`config.mk`:
```
export PLATFORM = sky130hd
export DESIGN_NAME = hit_collector
export DESIGN_NICKNAME = d
export VERILOG_FILES = /design/src/rtl/hit_collector.sv
export SDC_FILE = /design/constraint.sdc
export NUM_CORES = 1
export LEC_CHECK = 0
export ABC_AREA = 1
export BUFFER_PORTS_ARGS = -buffer_cell sky130_fd_sc_hd__buf_2
export CAP_MARGIN = 30
export CORE_MARGIN = 2
export CORE_UTILIZATION = 40
export CTS_CLUSTER_DIAMETER = 80
export CTS_CLUSTER_SIZE = 16
export DETAILED_ROUTE_END_ITERATION = 12
export GPL_ROUTABILITY_DRIVEN = 0
export PLACE_DENSITY = 0.54
export SLEW_MARGIN = 20
export SYNTH_ARGS = -nofsm -noshare
export SYNTH_HDL_FRONTEND = slang
export SYNTH_SLANG_ARGS = --single-unit
```
`constraint.sdc`:
```
create_clock -name clk -period 3.85 [get_ports clk]
set_clock_uncertainty 0.15 [all_clocks]
set_input_delay 0.385 -clock clk [delete_from_list [all_inputs] [get_ports clk]]
set_output_delay 0.385 -clock clk [all_outputs]
set_load 0.01 [all_outputs]
```
`src/rtl/hit_collector.sv`:
```
// hit_collector: buffers IDs of hit vectors in a FIFO and streams them out with per-batch TLAST, hit count and overflow flag
module hit_collector #(
  parameter int VEC_ID_WIDTH  = 16,
  parameter int FIFO_DEPTH    = 64,
  parameter int HIT_CNT_WIDTH = 32
) (
  input  logic                     clk,
  input  logic                     rstn,
  input  logic                     i_Valid,
  input  logic                     i_Hit,
  input  logic [VEC_ID_WIDTH-1:0]  i_ID,
  input  logic                     i_Last,
  output logic [VEC_ID_WIDTH-1:0]  o_TData,
  output logic                     o_TUser,
  output logic                     o_TLast,
  output logic                     o_TValid,
  input  logic                     i_TReady,
  output logic [HIT_CNT_WIDTH-1:0] o_HitCount,
  output logic                     o_Overflow,
  output logic                     o_Done
);
  localparam int AW = $clog2(FIFO_DEPTH);
  localparam int EW = VEC_ID_WIDTH + 2;
  localparam logic [AW:0] NONLAST_LIM = (AW + 1)'(FIFO_DEPTH - 1);

  typedef enum logic [1:0] {IDLE, COLLECT, DRAIN, DONE} state_t;

  state_t                   state, state_nx;
  logic [EW-1:0]            mem [FIFO_DEPTH];
  logic [EW-1:0]            head, push_data;
  logic [AW-1:0]            wr_ptr, rd_ptr;
  logic [AW:0]              count;
  logic                     accept, push, pop, drop, violation;
  logic [HIT_CNT_WIDTH-1:0] cnt_base;
  logic                     ovf_base;

  // Entries are {last, user, id}; outputs are forced to zero when the FIFO is empty
  assign head     = mem[rd_ptr];
  assign o_TValid = count != '0;
  assign o_TData  = o_TValid ? head[VEC_ID_WIDTH-1:0] : '0;
  assign o_TUser  = o_TValid & head[VEC_ID_WIDTH];
  assign o_TLast  = o_TValid & head[VEC_ID_WIDTH+1];
  assign o_Done   = state == DONE;

  // Accept/push/drop decisions and next state; the top FIFO slot is kept free for the batch-closing entry
  always_comb begin
    accept    = i_Valid && (state == IDLE || state == COLLECT);
    violation = i_Valid && !accept;
    push      = accept && (i_Last || (i_Hit && count < NONLAST_LIM));
    drop      = accept && i_Hit && !push;
    push_data = i_Hit ? {i_Last, 1'b0, i_ID} : {2'b11, {VEC_ID_WIDTH{1'b0}}};
    pop       = o_TValid && i_TReady;
    cnt_base  = state == IDLE ? '0 : o_HitCount;
    ovf_base  = state == IDLE ? 1'b0 : o_Overflow;
    state_nx  = state;
    case (state)
      IDLE:    state_nx = accept ? (i_Last ? DRAIN : COLLECT) : IDLE;
      COLLECT: state_nx = (accept && i_Last) ? DRAIN : COLLECT;
      DRAIN:   state_nx = (pop && o_TLast) ? DONE : DRAIN;
      default: state_nx = IDLE;
    endcase
  end

  // FIFO storage needs no reset; occupancy gates everything read from it
  always_ff @(posedge clk) begin
    if (push) mem[wr_ptr] <= push_data;
  end

  // State, FIFO pointers and per-batch statistics
  always_ff @(posedge clk) begin
    if (!rstn) begin
      state      <= IDLE;
      wr_ptr     <= '0;
      rd_ptr     <= '0;
      count      <= '0;
      o_HitCount <= '0;
      o_Overflow <= 1'b0;
    end else begin
      state  <= state_nx;
      wr_ptr <= wr_ptr + AW'(push);
      rd_ptr <= rd_ptr + AW'(pop);
      count  <= count + (AW + 1)'(push) - (AW + 1)'(pop);
      if (accept) begin
        o_HitCount <= (i_Hit && ~&cnt_base) ? cnt_base + 1'b1 : cnt_base;
        o_Overflow <= ovf_base | drop;
      end else if (violation) begin
        o_Overflow <= 1'b1;
      end
    end
  end
endmodule

```
==> metrics.csv <==
stage,metric,value,unit
finish,layout-drive-gt1-share,12.93,%
logic_synthesis,ys_seq_elements,1206,
detailed_routing,via_count,32660,
detailed_routing,first_pass_iters,6,
logic_synthesis,synth.avg_cell_area,12.01,um^2
setup_path,cpLargestDelayFamily,compound AO/OA/AOI/OAI gates,
die,initial_core_util,40.40,%
logic_synthesis,syn-cell-area,0.04936,mm^2
setup_path,path_class,register to output port,
setup_path,rr_endpoint,count[6],
clock_tree,cts.sinks,1206,
logic_synthesis,synthArstFlopShare,0,%
setup_path,crit_arrival,3.27,ns
setup_path,critPathLaunchType,register,
place,dp_slack,0.4337,ns
worst_hold_path,hold_path_end,rd_ptr[0],
detailed_routing,topRoutingLayerUsed,met4,
place,hpwl,86410,um
grt,grt-ovfl-total,0,
detailed_routing,drt_wl_total,147500,um
die,die-area,0.1262,mm^2
status,status,completed,
sta,fin_crit_sh,98.75,%
clock_tree,cts_root_buffer,clkbuf_16,
die,io_pins,75,
power,p_leak,0.01859,uW
detailed_routing,drt_iter0_markers,3636,
logic_synthesis,synth_xor_area_share,0.07097,%
worst_hold_path,hp-start,rstn,
place,port_buffers,74,
sta,min_period,3.802,ns
logic_synthesis,syn-instance-count,4111,
die,core_area,0.1222,mm^2
grt,grt_pass1_wl,212300,um
detailed_routing,met1Wirelength,64410,um
sta,worstMarginPinSlew,0.9848,ns
logic_synthesis,synth_mux_area_share,0,%
sta,fmax,0.2630,GHz
detailed_routing,viasPerCell,5.539,
detailed_routing,wl_per_cell,25.02,um
clock_tree,cts_buffers,86,
clock_tree,cts_tree,done,
logic_synthesis,synth_compound_area_share,10.55,%
die,rows,128,
setup_path,worstSetupEndpointType,output port,
logic_synthesis,syn_nets,4151,
detailed_routing,dr_wl_met3,9892,um
finish,area_growth,12.51,%
grt,grt_start_max_net_pins,97,
grt,grt_antenna_before_repair,3,
clock_tree,clockBufferDepth,3,
sta,setup_violations,0,
detailed_routing,drcViolationCount,0,
worst_hold_path,hold_depth,3,
clock_tree,htreeDepth,3,
logic_synthesis,yosys.area_share.simple,13.20,%
finish,fillerInstances,11030,
power,p_per_area,544.1,mW/mm^2
clock_tree,insertion_delay,0.70,ns
place,post_dp_cell_area,0.05258,mm^2
setup_path,slowest_delay,0.49,ns
logic_synthesis,yosysSeqAreaShare,72.27,%
sta,slew-limit-headroom,34.35,%
sta,fin_ws,0.04824,ns
logic_synthesis,ys_types,45,
setup_path,path_cells,buf_12 > buf_4 > buf_16 > nor2_1 > nor2_1 > o21ai_0 > o21ai_0 > o211ai_1 > nand2_1 > nand3_1 > a21oi_2 > buf_2,
logic_synthesis,synthFlopType,edfxtp_1,
logic_synthesis,yosys.area_share.adder,0.4715,%
setup_path,reg2reg_depth,17,
detailed_routing,ant_nets,0,
clock_tree,path_clk_slew,0.07,ns
worst_hold_path,worst_hold_path_type,primary input to register,
setup_path,critPathRequiredTime,3.31,ns
grt,grt_pass1_vias,30720,
detailed_routing,wl_met2,69910,um
setup_path,worst-path-buf-inv,4,
setup_path,critPathSlowestCell,o211ai_1,
logic_synthesis,synth_top_family_by_area,simple AND/OR/NAND/NOR gates,
power,ir_worst_vdd,0.4082,mV
finish,nNetsFinal,4276,
setup_path,path_max_fanout,48,
finish,finalInstanceArea,0.05554,mm^2
grt,grt_use_total,22.81,%
sta,finalHoldViolCount,0,
logic_synthesis,yosys_warnings,0,
die,fp.dieH,355.3,um
flow_run,drv_cap,0,
setup_path,r2r_slack,0.75,ns
die,fp.dieW,355.3,um
setup_path,rr_startpoint,count[1],
sta,slew_violations,0,
logic_synthesis,synth_edf_count,1152,
[metrics by stage]
step	instances	TNS (ns)	hold WS (ns)	power (uW)	util [%]
final	5896	0	0.05415	30220	45.45
after global routing	5895	-0.01921	0.07662	31400	45.45
after CTS	5886	-0.04153	0.01126	30140	45.24
after detailed placement	5748	0	0.3409	21350	43.03
after global placement	5747	0	0.3387	21340	43.01
after floorplan	4111	0	0.3426	18770	-
[layer usage]
layer | track usage [%] | up-vias
li1 | - | 15010
met1 | 32.19 | 16400
met2 | 37.16 | 1113
met3 | 3.021 | 129
met4 | 6.178 | 0
met5 | 0 | -
[Yosys cell counts, drive strengths merged, types with 2 or more instances]
cell       n  area (um^2)
clkbuf   144        541.8
o21bai     2        15.01
a31oi      6        37.54
inv      112        420.4
dfxtp     54         1081
nor3      10        50.05
xnor2      3        26.28
nor3b      3        37.54
ha        17        212.7
a21oi    109        549.3
buf      115        724.4
nand2    500         1904
o21ai    579         2909
nand4     30        202.7
o211ai   111        833.3
clkinv     3        11.26
nor2     795         3079
nand3    218         1111
nor4       6        43.79
edfxtp  1152        34590
or2       14        87.58
o22ai     96        600.6
o221ai    28        245.2
[power breakdown]
group,switching [uW],total [uW],internal (uW)
logic,4810,6940,2130
clock network,4490,8770,4280
registers,68.5,14500,14400
[cell families after synthesis]
kind of cell	count (synthesis)
AND/OR/NAND/NOR	1576
AO/OA/AOI/OAI	933
adder cells (fa/ha/maj)	18
flip-flops	1206
XOR/XNOR	4
buffers and inverters	374
[state kept, by name (all words and copies together) (netlist names)]
register,count
state,2
count,7
wr_ptr,6
mem,1152
o_HitCount,32
o_Overflow,1
rd_ptr,6
[cells in the final DEF, fill, tap and decap left out, types with 85 or more instances in the layout]
cell          n
inv_1        85
buf_4       170
o21ai_0     544
o211ai_1    111
a21oi_1     100
clkbuf_16    90
o22ai_1      95
nor2_1      719
nand3_1     203
edfxtp_1   1152
nand2_1     495
[worst max path at each step]
stage,cells after the start,from,slack (ns),to
finish,12,rd_ptr[0],0.05,o_TData[12]
global route,12,rd_ptr[0],-0.006,o_TUser
CTS,10,rd_ptr[0],-0.02,o_TData[10]
detailed placement,9,rd_ptr[1],0.43,o_TData[5]
global placement,9,rd_ptr[1],0.43,o_TData[5]
floorplan,8,state[1],0.36,mem[49][0]
[area by class of cell]
type / instances / area, um^2 / area share [%]
Sequential cell: 1206 / 35690 / 64.25
Multi-Input combinational cell: 2531 / 12280 / 22.11
Timing Repair Buffer: 296 / 2638 / 4.749
Clock buffer: 110 / 2263 / 4.075
Tap cell: 1625 / 2033 / 3.661
Inverter: 115 / 452.9 / 0.8155
Clock inverter: 12 / 182.7 / 0.3289
Antenna cell: 1 / 2.502 / 0.004506
[worst min-delay path, stage by stage]
cell     delay [ns]
buf_2          0.31
nand2_1        0.13
inv_1          0.03
[what timing repair did]
action                     CTS  global route
cloned                       1             3
pin swaps                    1             1
setup endpoints to repair   18            18
gates resized for setup     10            25
hold buffers                 5             0
setup buffers               10             6
hold endpoints to repair    15             0
Power figures use the tool's default switching activity.
